--- src/rtl/pipe_stage_reg.sv ---
// Pipeline stage register with a valid/ready handshake, FLUSH and bubble masking.
// Define PIPE_STAGE_SKID_EN for a 2-entry skid stage; otherwise the stage holds a single entry.
module pipe_stage_reg #(
  parameter int                DATA_W    = 110,
  parameter logic [DATA_W-1:0] KILL_MASK = '0
) (
  input  logic              CLK,
  input  logic              RESET,
  input  logic              ENABLE,
  input  logic              FLUSH,
  input  logic              in_valid,
  output logic              in_ready,
  input  logic [DATA_W-1:0] in_data,
  output logic              out_valid,
  input  logic              out_ready,
  output logic [DATA_W-1:0] out_data,
  output logic [1:0]        out_count
);

  // The state encoding equals the number of held entries.
  localparam logic [1:0] EMPTY = 2'd0;
  localparam logic [1:0] ONE   = 2'd1;
`ifdef PIPE_STAGE_SKID_EN
  localparam logic [1:0] FULL  = 2'd2;
`endif

  logic [1:0]        state_q, state_d;
  logic [DATA_W-1:0] main_q, main_d;
  logic              push, pop;

`ifdef PIPE_STAGE_SKID_EN
  logic [DATA_W-1:0] skid_q, skid_d;

  // in_ready comes from registered state only, so it never depends on out_ready.
  assign in_ready = ENABLE & (state_q != FULL);
`else
  assign in_ready = ENABLE & ((state_q == EMPTY) | out_ready);
`endif

  assign out_valid = ENABLE & (state_q != EMPTY);
  assign out_data  = (state_q == EMPTY) ? (main_q & ~KILL_MASK) : main_q;
  assign out_count = state_q;
  assign push      = in_valid & in_ready;
  assign pop       = out_valid & out_ready;

  always_comb begin
    state_d = state_q;
    main_d  = main_q;
`ifdef PIPE_STAGE_SKID_EN
    skid_d  = skid_q;
`endif
    if (FLUSH) begin
      state_d = EMPTY;
      main_d  = main_q & ~KILL_MASK;
`ifdef PIPE_STAGE_SKID_EN
      skid_d  = skid_q & ~KILL_MASK;
`endif
    end else begin
      case (state_q)
        EMPTY: begin
          if (push) begin
            state_d = ONE;
            main_d  = in_data;
          end
        end
        ONE: begin
          if (push && pop) begin
            main_d = in_data;
`ifdef PIPE_STAGE_SKID_EN
          end else if (push) begin
            state_d = FULL;
            skid_d  = in_data;
`endif
          end else if (pop) begin
            state_d = EMPTY;
          end
        end
`ifdef PIPE_STAGE_SKID_EN
        FULL: begin
          if (pop) begin
            state_d = ONE;
            main_d  = skid_q;
          end
        end
`endif
        default: state_d = EMPTY;
      endcase
    end
  end

  always_ff @(posedge CLK) begin
    if (RESET) begin
      state_q <= EMPTY;
      main_q  <= '0;
    end else begin
      state_q <= state_d;
      main_q  <= main_d;
    end
  end

`ifdef PIPE_STAGE_SKID_EN
  always_ff @(posedge CLK) begin
    if (RESET) begin
      skid_q <= '0;
    end else begin
      skid_q <= skid_d;
    end
  end
`endif

endmodule

--- config.mk ---
export PLATFORM = sky130hd
export DESIGN_NAME = pipe_stage_reg
export DESIGN_NICKNAME = d
export VERILOG_FILES = /design/src/rtl/pipe_stage_reg.sv
export SDC_FILE = /design/constraint.sdc
export NUM_CORES = 1
export LEC_CHECK = 0
export ABC_AREA = 1
export BUFFER_PORTS_ARGS = -buffer_cell sky130_fd_sc_hd__buf_2
export CORE_MARGIN = 4
export CORE_UTILIZATION = 40
export CTS_CLUSTER_DIAMETER = 120
export DETAILED_ROUTE_END_ITERATION = 10
export PLACE_DENSITY = 0.73
export REMOVE_ABC_BUFFERS = 1
export SLEW_MARGIN = 0
export SYNTH_ARGS = -nofsm -noshare
export SYNTH_HDL_FRONTEND = slang
export SYNTH_SLANG_ARGS = --single-unit
--- constraint.sdc ---
create_clock -name CLK -period 1.8 [get_ports CLK]
set_input_delay 0.36 -clock CLK [delete_from_list [all_inputs] [get_ports CLK]]
set_output_delay 0.36 -clock CLK [all_outputs]
set_load 0.02 [all_outputs]
==> results of run 1 <==
-- power by group through the flow --
stage / sequential, mW / combinational [mW] / clock (mW)
after floorplan: 2.87 / 0.504 / 0
after global placement: 2.70 / 1.05 / 0
after detailed placement: 2.71 / 1.07 / 0
after CTS: 2.65 / 1.07 / 1.96
after global routing: 2.66 / 1.20 / 2.05
final: 2.65 / 1.06 / 1.89
-- cell families (layout without fill, tap and decap cells) --
| family | count (synthesis) | count (layout) | synth area share (%) |
|---|---|---|---|
| other cells | 1 | 1 | 0.0637 |
| simple gates | 445 | 445 | 33.2 |
| flops | 111 | 111 | 37.8 |
| compound gates | 3 | 3 | 0.255 |
| buf+inv | 397 | 590 | 28.7 |
-- cells in the final DEF (no fill, tap or decap) --
| master | count |
|---|---|
| inv_1 | 319 |
| buf_2 | 228 |
| nand2_1 | 223 |
| dfxtp_1 | 111 |
| nand4_1 | 110 |
| nor2_1 | 110 |
| inv_2 | 14 |
| clkbuf_16 | 9 |
| buf_12 | 9 |
| clkinv_2 | 5 |
| a21oi_1 | 2 |
| clkbuf_1 | 2 |
| clkbuf_8 | 2 |
| nand2_4 | 1 |
| nand3_4 | 1 |
| o21ai_0 | 1 |
| conb_1 | 1 |
| clkinvlp_4 | 1 |
| buf_4 | 1 |
-- worst max-delay path, cell delays in order (launching register included) --
cell,delay [ns]
dfxtp_1,0.42
nand2_1,0.07
inv_1,0.05
buf_2,0.15
-- sequential cells by signal, indices dropped and copies added (netlist names) --
name and cells:
out_data 110, out_count 1
-- cells in the mapped netlist --
library cell	count
a21oi_1	2
buf_1	1
buf_2	31
buf_4	1
buf_6	21
clkbuf_1	7
conb_1	1
dfxtp_1	111
inv_1	321
inv_2	15
nand2_1	224
nand3_2	1
nand4_1	110
nor2_1	110
o21ai_0	1
-- cell type report --
| class | instances | area, um2 |
|---|---|---|
| Timing Repair Buffer | 238 | 1330 |
| Clock inverter | 3 | 17.5 |
| Fill cell | 1499 | 7170 |
| Sequential cell | 111 | 2220 |
| Clock buffer | 13 | 260 |
| Inverter | 336 | 1260 |
| Multi-Input combinational cell | 449 | 1990 |
| Tap cell | 184 | 230 |
-- routing by layer --
layer	GRT usage [%]	routed length, um
met2	28.4	6790
met3	5.77	1300
met4	5.56	247
met1	20.5	6300
met5	0	0
-- stage by stage --
step	util, %	cell area [um2]	hold slack (ns)	power (mW)
after floorplan	-	5450	0.543	3.37
after global placement	48.6	7030	0.492	3.76
after detailed placement	48.6	7030	0.495	3.77
after CTS	50.5	7310	0.304	5.68
after global routing	50.5	7310	0.322	5.91
final	50.5	7310	0.316	5.59
-- worst min path at each step --
stage | start | to | slack (ns) | cells after the start
6_report | in_valid | out_count[0] | 0.32 | 3
2_1_floorplan | ENABLE | out_count[0] | 0.54 | 2
5_1_grt | in_valid | out_count[0] | 0.32 | 3
3_3_place_gp | out_data[5] | out_data[5] | 0.49 | 4
4_1_cts | in_valid | out_count[0] | 0.30 | 3
3_5_place_dp | out_data[13] | out_data[13] | 0.50 | 4
==> impl_metrics.env, run 1 <==
export IMPL_max_freq_ghz=0.723
export IMPL_drt_total_wl_um=14600
export IMPL_avgSynthCellArea_um2=6.15
export IMPL_status="complete, no violations"
export IMPL_r2r_slack_ns=0.57
export IMPL_cts_resized=0
export IMPL_ctsLongestPathBuffers=2
export IMPL_postCtsHoldBufs=0
export IMPL_layout_cells_non_filler=1334
export IMPL_r2r_cells=6
export IMPL_yosys_area_top_type="dfxtp_1"
export IMPL_ys_ff_latch=111
export IMPL_synthTopCellsByArea="dfxtp_1 (38%), inv_1 (20%), nand2_1 (14%)"
export IMPL_place_inst=1318
export IMPL_core_area_um2=14500
export IMPL_setup_tns_ns=0
export IMPL_worstSetupStartpoint="out_count[0]"
export IMPL_portBuffers=228
export IMPL_viasPerCell=4.29
export IMPL_fin_nets=1261
export IMPL_setup_worst_path_end="out_valid"
export IMPL_finClkSkew_ns=0.00495
export IMPL_max_slew_margin_pct=59.2
export IMPL_root_buffer="clkbuf_16"
export IMPL_place_congestion=0.787
export IMPL_internal_power_mw=3.99
export IMPL_synth_distinct_cells=15
export IMPL_grtUsageTotal_pct=17.0
export IMPL_drc=0
export IMPL_pwr_share_seq_pct=47.4
export IMPL_grt_start_max_net_pins=112
export IMPL_drtPass1Iterations=4
export IMPL_worst_slack_ns=0.418
export IMPL_dieHeight_um=129
export IMPL_critical_path_class="reg2out"
export IMPL_yosysSeqAreaShare_pct=37.8
export IMPL_ant_nets=0
export IMPL_clkLatencyLatePin_ns=0.34
export IMPL_hold_class="in2reg"
export IMPL_worst_pin_slew_ns=0.612
export IMPL_post_place_ws_ns=0.400
export IMPL_power_switching_mw=1.60
export IMPL_dieArea_um2=16700
export IMPL_synth_top_area_share_pct=37.8
export IMPL_crit_fanout=5
export IMPL_max_cap_viol_count=0
export IMPL_vias=5728
export IMPL_fp_row_count=44
export IMPL_clkPwrFrac_pct=33.7
export IMPL_clkSinkCount=111
export IMPL_p_leak_nw=4.57
export IMPL_ir_worst_vdd_mv=0.563
export IMPL_top_level_ports=230
export IMPL_r2r_start="out_count[0]"
export IMPL_finalCritPeriodShare_pct=76.8
export IMPL_worst_setup_path_end_kind="primary output"
export IMPL_grt_pass1_wl_um=23400
export IMPL_h_tree_depth=3
export IMPL_drive_above_1_share_pct=23.6
export IMPL_fin_crit_ns=1.38
export IMPL_rsz0062_at_grt="no"
export IMPL_yosysWarningCount=0
export IMPL_synth_cells=957
export IMPL_post_drt_wl_per_cell_um=11.0
export IMPL_postCtsSetupBuffers=0
export IMPL_timing_rr_end="out_data[10]"
export IMPL_tritoncts="done"
export IMPL_syn_cell_area_um2=5880
export IMPL_antenna_found_initial=0
export IMPL_combPwrFrac_pct=18.9
export IMPL_insertedDiodeCount=0
export IMPL_grt_remaining_overflow=0
export IMPL_swShare_pct=28.6
export IMPL_drv_slew=0
export IMPL_area_delta_synth_final_pct=24.2
export IMPL_arrival_ns=1.02
export IMPL_setup_violations=0
export IMPL_p_per_area_nw_per_um2=765
export IMPL_initial_core_util_pct=40.6
export IMPL_finalHoldViolCount=0
export IMPL_cp_required_ns=1.44
export IMPL_startpoint_type="register"
export IMPL_grt_pass1_vias=5061
export IMPL_fp_dieW_um=129
export IMPL_dr_first_iter_drc_count=238
export IMPL_cts_made_buffers=9
export IMPL_dp_hpwl_um=9700
export IMPL_clkTransAtPathRegs_ns=0.07
Power figures use the tool's default switching activity.
==> run 2, diff against run 1 <==
- PLACE_DENSITY: 0.73 -> 0.75
- clock period: 1.8 -> 1.2 ns (I/O delays scaled with it)
==> run 2 against run 1 <==
Net effect: the flow now finishes with violations (negative setup slack); worst setup slack worse by 0.48 ns; critical path depth unchanged; sequential power up 50%; hold slack worse by 0.10 ns; via count up 3.0%; non-clock buffer count up 19; sequential share of layout area down 1.6 points; routed wire length up 9.1%; power up 56%.
==> impl_metrics.env, run 2 (synthesis gave the netlist of run 1 again) <==
export IMPL_place_inst=1328
export IMPL_internal_power_mw=6.23
export IMPL_p_per_area_nw_per_um2=1130
export IMPL_startpoint_type="register"
export IMPL_failed_checks="negative setup slack"
export IMPL_clkTransAtPathRegs_ns=0.07
export IMPL_top_level_ports=230
export IMPL_root_buffer="clkbuf_16"
export IMPL_drtPass1Iterations=4
export IMPL_critPathTopFamily="flip-flops"
export IMPL_viasPerCell=4.36
export IMPL_max_freq_ghz=0.794
export IMPL_grt_remaining_overflow=0
export IMPL_tritoncts="done"
export IMPL_dr_wl_met2_um=7380
export IMPL_place_congestion=0.779
export IMPL_layout_cells_non_filler=1354
export IMPL_clkPwrFrac_pct=34.5
export IMPL_drv_slew=0
export IMPL_crit_fanout=4
export IMPL_h_tree_depth=3
export IMPL_worst_slack_ns=-0.0588
export IMPL_cts_made_buffers=9
export IMPL_setup_violations=65
export IMPL_core_area_um2=14500
export IMPL_grtUsageTotal_pct=17.3
export IMPL_initial_core_util_pct=40.6
export IMPL_ctsLongestPathBuffers=2
export IMPL_hold_class="in2reg"
export IMPL_post_place_ws_ns=-0.0845
export IMPL_dieArea_um2=16700
export IMPL_ir_worst_vdd_mv=0.614
export IMPL_m1WireLength_um=6950
export IMPL_cp_num_buf_inv=2
export IMPL_finClkSkew_ns=0.00436
export IMPL_topRoutingLayerUsed="met4"
export IMPL_cp_required_ns=0.96
export IMPL_fin_nets=1280
export IMPL_status="complete, but fails checks"
export IMPL_largest_reg_flops=110
export IMPL_vias=5899
export IMPL_rsz0062_at_grt="yes"
export IMPL_clkSinkCount=111
export IMPL_area_delta_synth_final_pct=31.1
export IMPL_crit_path_top_delay_cell="dfxtp_2"
export IMPL_critical_path_class="reg2out"
export IMPL_drive_above_1_share_pct=26.9
export IMPL_fin_crit_ns=1.26
export IMPL_pwr_share_seq_pct=45.7
export IMPL_post_drt_wl_per_cell_um=11.8
export IMPL_critical_path_max_stage_delay_ns=0.32
export IMPL_grt_pass1_vias=5010
export IMPL_portBuffers=228
export IMPL_finalCritPeriodShare_pct=105
export IMPL_crit_chain="buf_6 -> a21oi_2 -> buf_4"
export IMPL_final_cell_mix="inv_1 (319), buf_2 (226), nand2_1 (207)"
export IMPL_fp_dieW_um=129
export IMPL_fp_row_count=44
export IMPL_grt_start_max_net_pins=63
export IMPL_power_switching_mw=2.48
export IMPL_drc=0
export IMPL_arrival_ns=1.02
export IMPL_dieHeight_um=129
export IMPL_finalHoldViolCount=0
export IMPL_dr_first_iter_drc_count=311
export IMPL_worst_setup_path_end_kind="primary output"
export IMPL_layout_commonest_cell="inv_1"
export IMPL_dp_hpwl_um=10300
export IMPL_max_cap_viol_count=0
export IMPL_antenna_found_initial=0
export IMPL_p_leak_nw=4.74
export IMPL_postCtsHoldBufs=0
export IMPL_swShare_pct=28.5
export IMPL_wl_met3_um=1460
export IMPL_grt_pass1_wl_um=23800
export IMPL_drt_total_wl_um=16000
export IMPL_combPwrFrac_pct=19.8
export IMPL_ant_nets=0
export IMPL_clkLatencyLatePin_ns=0.34
## run 2: what timing repair did
item,in CTS,in global routing
setup endpoints to repair,3,112
cloned,0,7
pin swaps,3,7
gates resized for setup,7,26
buffers inserted,1,1
hold endpoints to repair,0,0
## run 2: power by group through the flow
stage / clock network [mW] / registers [mW] / logic, mW
global placement: 0 / 4.06 / 1.61
floorplan: 0 / 4.30 / 0.756
detailed placement: 0 / 4.06 / 1.64
finish: 3.01 / 3.98 / 1.73
global route: 3.25 / 4.00 / 1.94
CTS: 3.10 / 3.98 / 1.65
## run 2: stage by stage
| stage | power, mW | utilization, % | hold slack (ns) | setup TNS (ns) | cell area (um2) |
|---|---|---|---|---|---|
| 2_1_floorplan | 5.06 | - | 0.423 | -354.84 | 5450 |
| 3_3_place_gp | 5.67 | 49.3 | 0.493 | -1.05 | 7140 |
| 3_5_place_dp | 5.70 | 49.3 | 0.491 | -4.43 | 7140 |
| 4_1_cts | 8.73 | 51.6 | 0.197 | -0.179 | 7470 |
| 5_1_grt | 9.19 | 53.3 | 0.221 | -9.04 | 7710 |
| 6_report | 8.71 | 53.3 | 0.215 | -1.38 | 7710 |
## run 2: worst paths after layout
path	from	cells past startpoint	endpoint	slack, ns
worst min-delay path	in_data[40]	5	out_data[40]	0.22
worst max-delay path	out_count[0]	3	in_ready	-0.06
worst max register to register	out_count[0]	8	out_data[89]	-0.04
worst min register to register	out_data[22]	4	out_data[22]	0.50
## run 2: per-layer routing
metal  up-vias  track usage (%)
met5         -                0
met4         0             5.31
met3        13             4.66
met2       198             27.9
met1      2560             22.7
li1       3128                -
## run 2: area by class of cell
class                   count  area (um2)
fillers                  1445        6770
flip-flops and latches    111        2220
multi-input cells         449        2050
repair buffers            257        1650
inverters                 336        1260
clock buffers              12         246
well taps                 184         230
clock inverters             4        45.0
diodes                      1        2.50
## run 2: worst register-to-register path: cells and delay by family, from the launching register on
family	cells	cell delay, ns
simple gates	4	0.31
flops	1	0.32
buf+inv	4	0.54
==> run 3, diff against run 2 <==
- CORE_UTILIZATION: 40 -> 43
- PLACE_DENSITY: 0.75 -> 0.77
- clock period: 1.2 -> 1.4 ns (I/O delays scaled with it)
==> run 3 against run 2 <==
Net effect: the flow now finishes without violations; count of clock-buffer cells in the layout rose by 1; register-to-register slack improved by 0.22 ns; utilization rose by 1.7 points; combinational power fell by 21%; flip-flop and latch count did not move; global-route usage rose by 1.2 points; non-clock buffer count fell by 17; critical path type unchanged.
==> impl_metrics.env, run 3 (synthesis gave the netlist of run 1 again) <==
export IMPL_top_level_ports=230
export IMPL_clkPwrFrac_pct=33.3
export IMPL_r2r_start="out_count[0]"
export IMPL_p_leak_nw=4.58
export IMPL_place_congestion=0.784
export IMPL_clkSinkCount=111
export IMPL_ctsLongestPathBuffers=2
export IMPL_crit_fanout=5
export IMPL_area_delta_synth_final_pct=24.3
export IMPL_grt_start_max_net_pins=61
export IMPL_drv_slew=0
export IMPL_portBuffers=228
export IMPL_dieArea_um2=15600
export IMPL_finalHoldViolCount=0
export IMPL_postCtsHoldBufs=0
export IMPL_worstSetupStartpoint="out_count[0]"
export IMPL_place_inst=1312
export IMPL_grt_busiest_layer="met2"
export IMPL_clkTransAtPathRegs_ns=0.07
export IMPL_root_buffer="clkbuf_16"
export IMPL_setup_violations=0
export IMPL_layout_commonest_cell="inv_1"
export IMPL_fin_nets=1263
export IMPL_drc=0
export IMPL_internal_power_mw=5.12
export IMPL_postCtsSetupBuffers=0
export IMPL_dr_first_iter_drc_count=303
export IMPL_dp_hpwl_um=10100
export IMPL_swShare_pct=28.5
export IMPL_max_freq_ghz=0.768
export IMPL_use_met2_pct=29.3
export IMPL_clkLatencyLatePin_ns=0.34
export IMPL_min_from="in_valid"
export IMPL_hold_class="in2reg"
export IMPL_power_switching_mw=2.04
export IMPL_critical_path_class="reg2out"
export IMPL_pwr_share_seq_pct=47.6
export IMPL_fp_dieW_um=125
export IMPL_tritoncts="done"
export IMPL_grt_pass1_vias=5101
export IMPL_drive_above_1_share_pct=23.6
export IMPL_layout_cells_non_filler=1326
export IMPL_grt_use_met3_pct=5.93
export IMPL_initial_core_util_pct=44.2
export IMPL_status="complete, no violations"
export IMPL_finClkSkew_ns=0.00264
export IMPL_vias=5742
export IMPL_post_place_ws_ns=0.0875
export IMPL_max_cap_viol_count=0
export IMPL_largest_reg_flops=110
export IMPL_insertedDiodeCount=0
export IMPL_grt_pass1_wl_um=24300
export IMPL_hold_slack_ns=0.233
export IMPL_core_area_um2=13300
export IMPL_drtPass1Iterations=4
export IMPL_post_drt_wl_per_cell_um=11.3
export IMPL_final_util_pct=55.0
export IMPL_grtUsageTotal_pct=18.5
export IMPL_use_met1_pct=23.3
export IMPL_worst_setup_path_end_kind="primary output"
export IMPL_fin_crit_ns=1.30
export IMPL_drt_total_wl_um=14900
export IMPL_arrival_ns=1.02
export IMPL_startpoint_type="register"
export IMPL_viasPerCell=4.33
export IMPL_ir_worst_vdd_mv=0.436
export IMPL_ant_nets=0
export IMPL_final_cell_mix="inv_1 (319), buf_2 (228), nand2_1 (223)"
export IMPL_antenna_found_initial=1
export IMPL_cp_required_ns=1.12
export IMPL_p_per_area_nw_per_um2=979
export IMPL_combPwrFrac_pct=19.2
export IMPL_rsz0062_at_grt="no"
export IMPL_cts_resized=0
export IMPL_finalCritPeriodShare_pct=93.0
export IMPL_grt_remaining_overflow=0
export IMPL_h_tree_depth=3
export IMPL_fp_row_count=42
export IMPL_setup_tns_ns=0
export IMPL_cts_made_buffers=9
export IMPL_worst_slack_ns=0.0976
export IMPL_dieHeight_um=125
-- run 3: changes by cell type in the layout (fill, tap and decap cells not counted), sizes merged --
cell    before  now
buf        252  240
clkbuf      17   13
clkinv       6    4
bufinv       1    0
diode        1    0
-- run 3: cell type report --
cell class	instances	area, um2
clock buffers	13	260
clock inverters	1	5.00
fillers	1367	5980
inverters	336	1260
multi-input cells	449	1990
flip-flops and latches	111	2220
well taps	176	220
repair buffers	240	1360
-- run 3: routing by layer --
layer  up-vias  wire length, um
met5         -               12
met4         2              393
met3        29             1300
met2       190             6860
met1      2438             6380
li1       3083                -
-- run 3: worst max-delay path, stage by stage (launching register included) --
cell     delay (ns)
dfxtp_1        0.41
nand2_1        0.07
inv_1          0.05
buf_2          0.15
-- run 3: through the flow --
step,instance area (um2),power (mW)
3_3_place_gp,7050,4.84
2_1_floorplan,5450,4.33
3_5_place_dp,7050,4.86
5_1_grt,7310,7.57
6_report,7310,7.16
4_1_cts,7310,7.28
-- run 3: worst paths after layout --
kind                       end  slack (ns)  cells past startpoint
setup reg to reg  out_data[97]        0.18                      6
hold / removal    out_count[0]        0.23                      3
hold reg to reg   out_data[35]        0.50                      4
setup / recovery     out_valid         0.1                      3
-- run 3: power by group through the flow --
stage	Combinational [mW]	Sequential, mW	Clock [mW]
detailed placement	1.38	3.48	0
global placement	1.36	3.47	0
CTS	1.39	3.41	2.48
global route	1.56	3.42	2.59
finish	1.37	3.41	2.38
floorplan	0.648	3.68	0
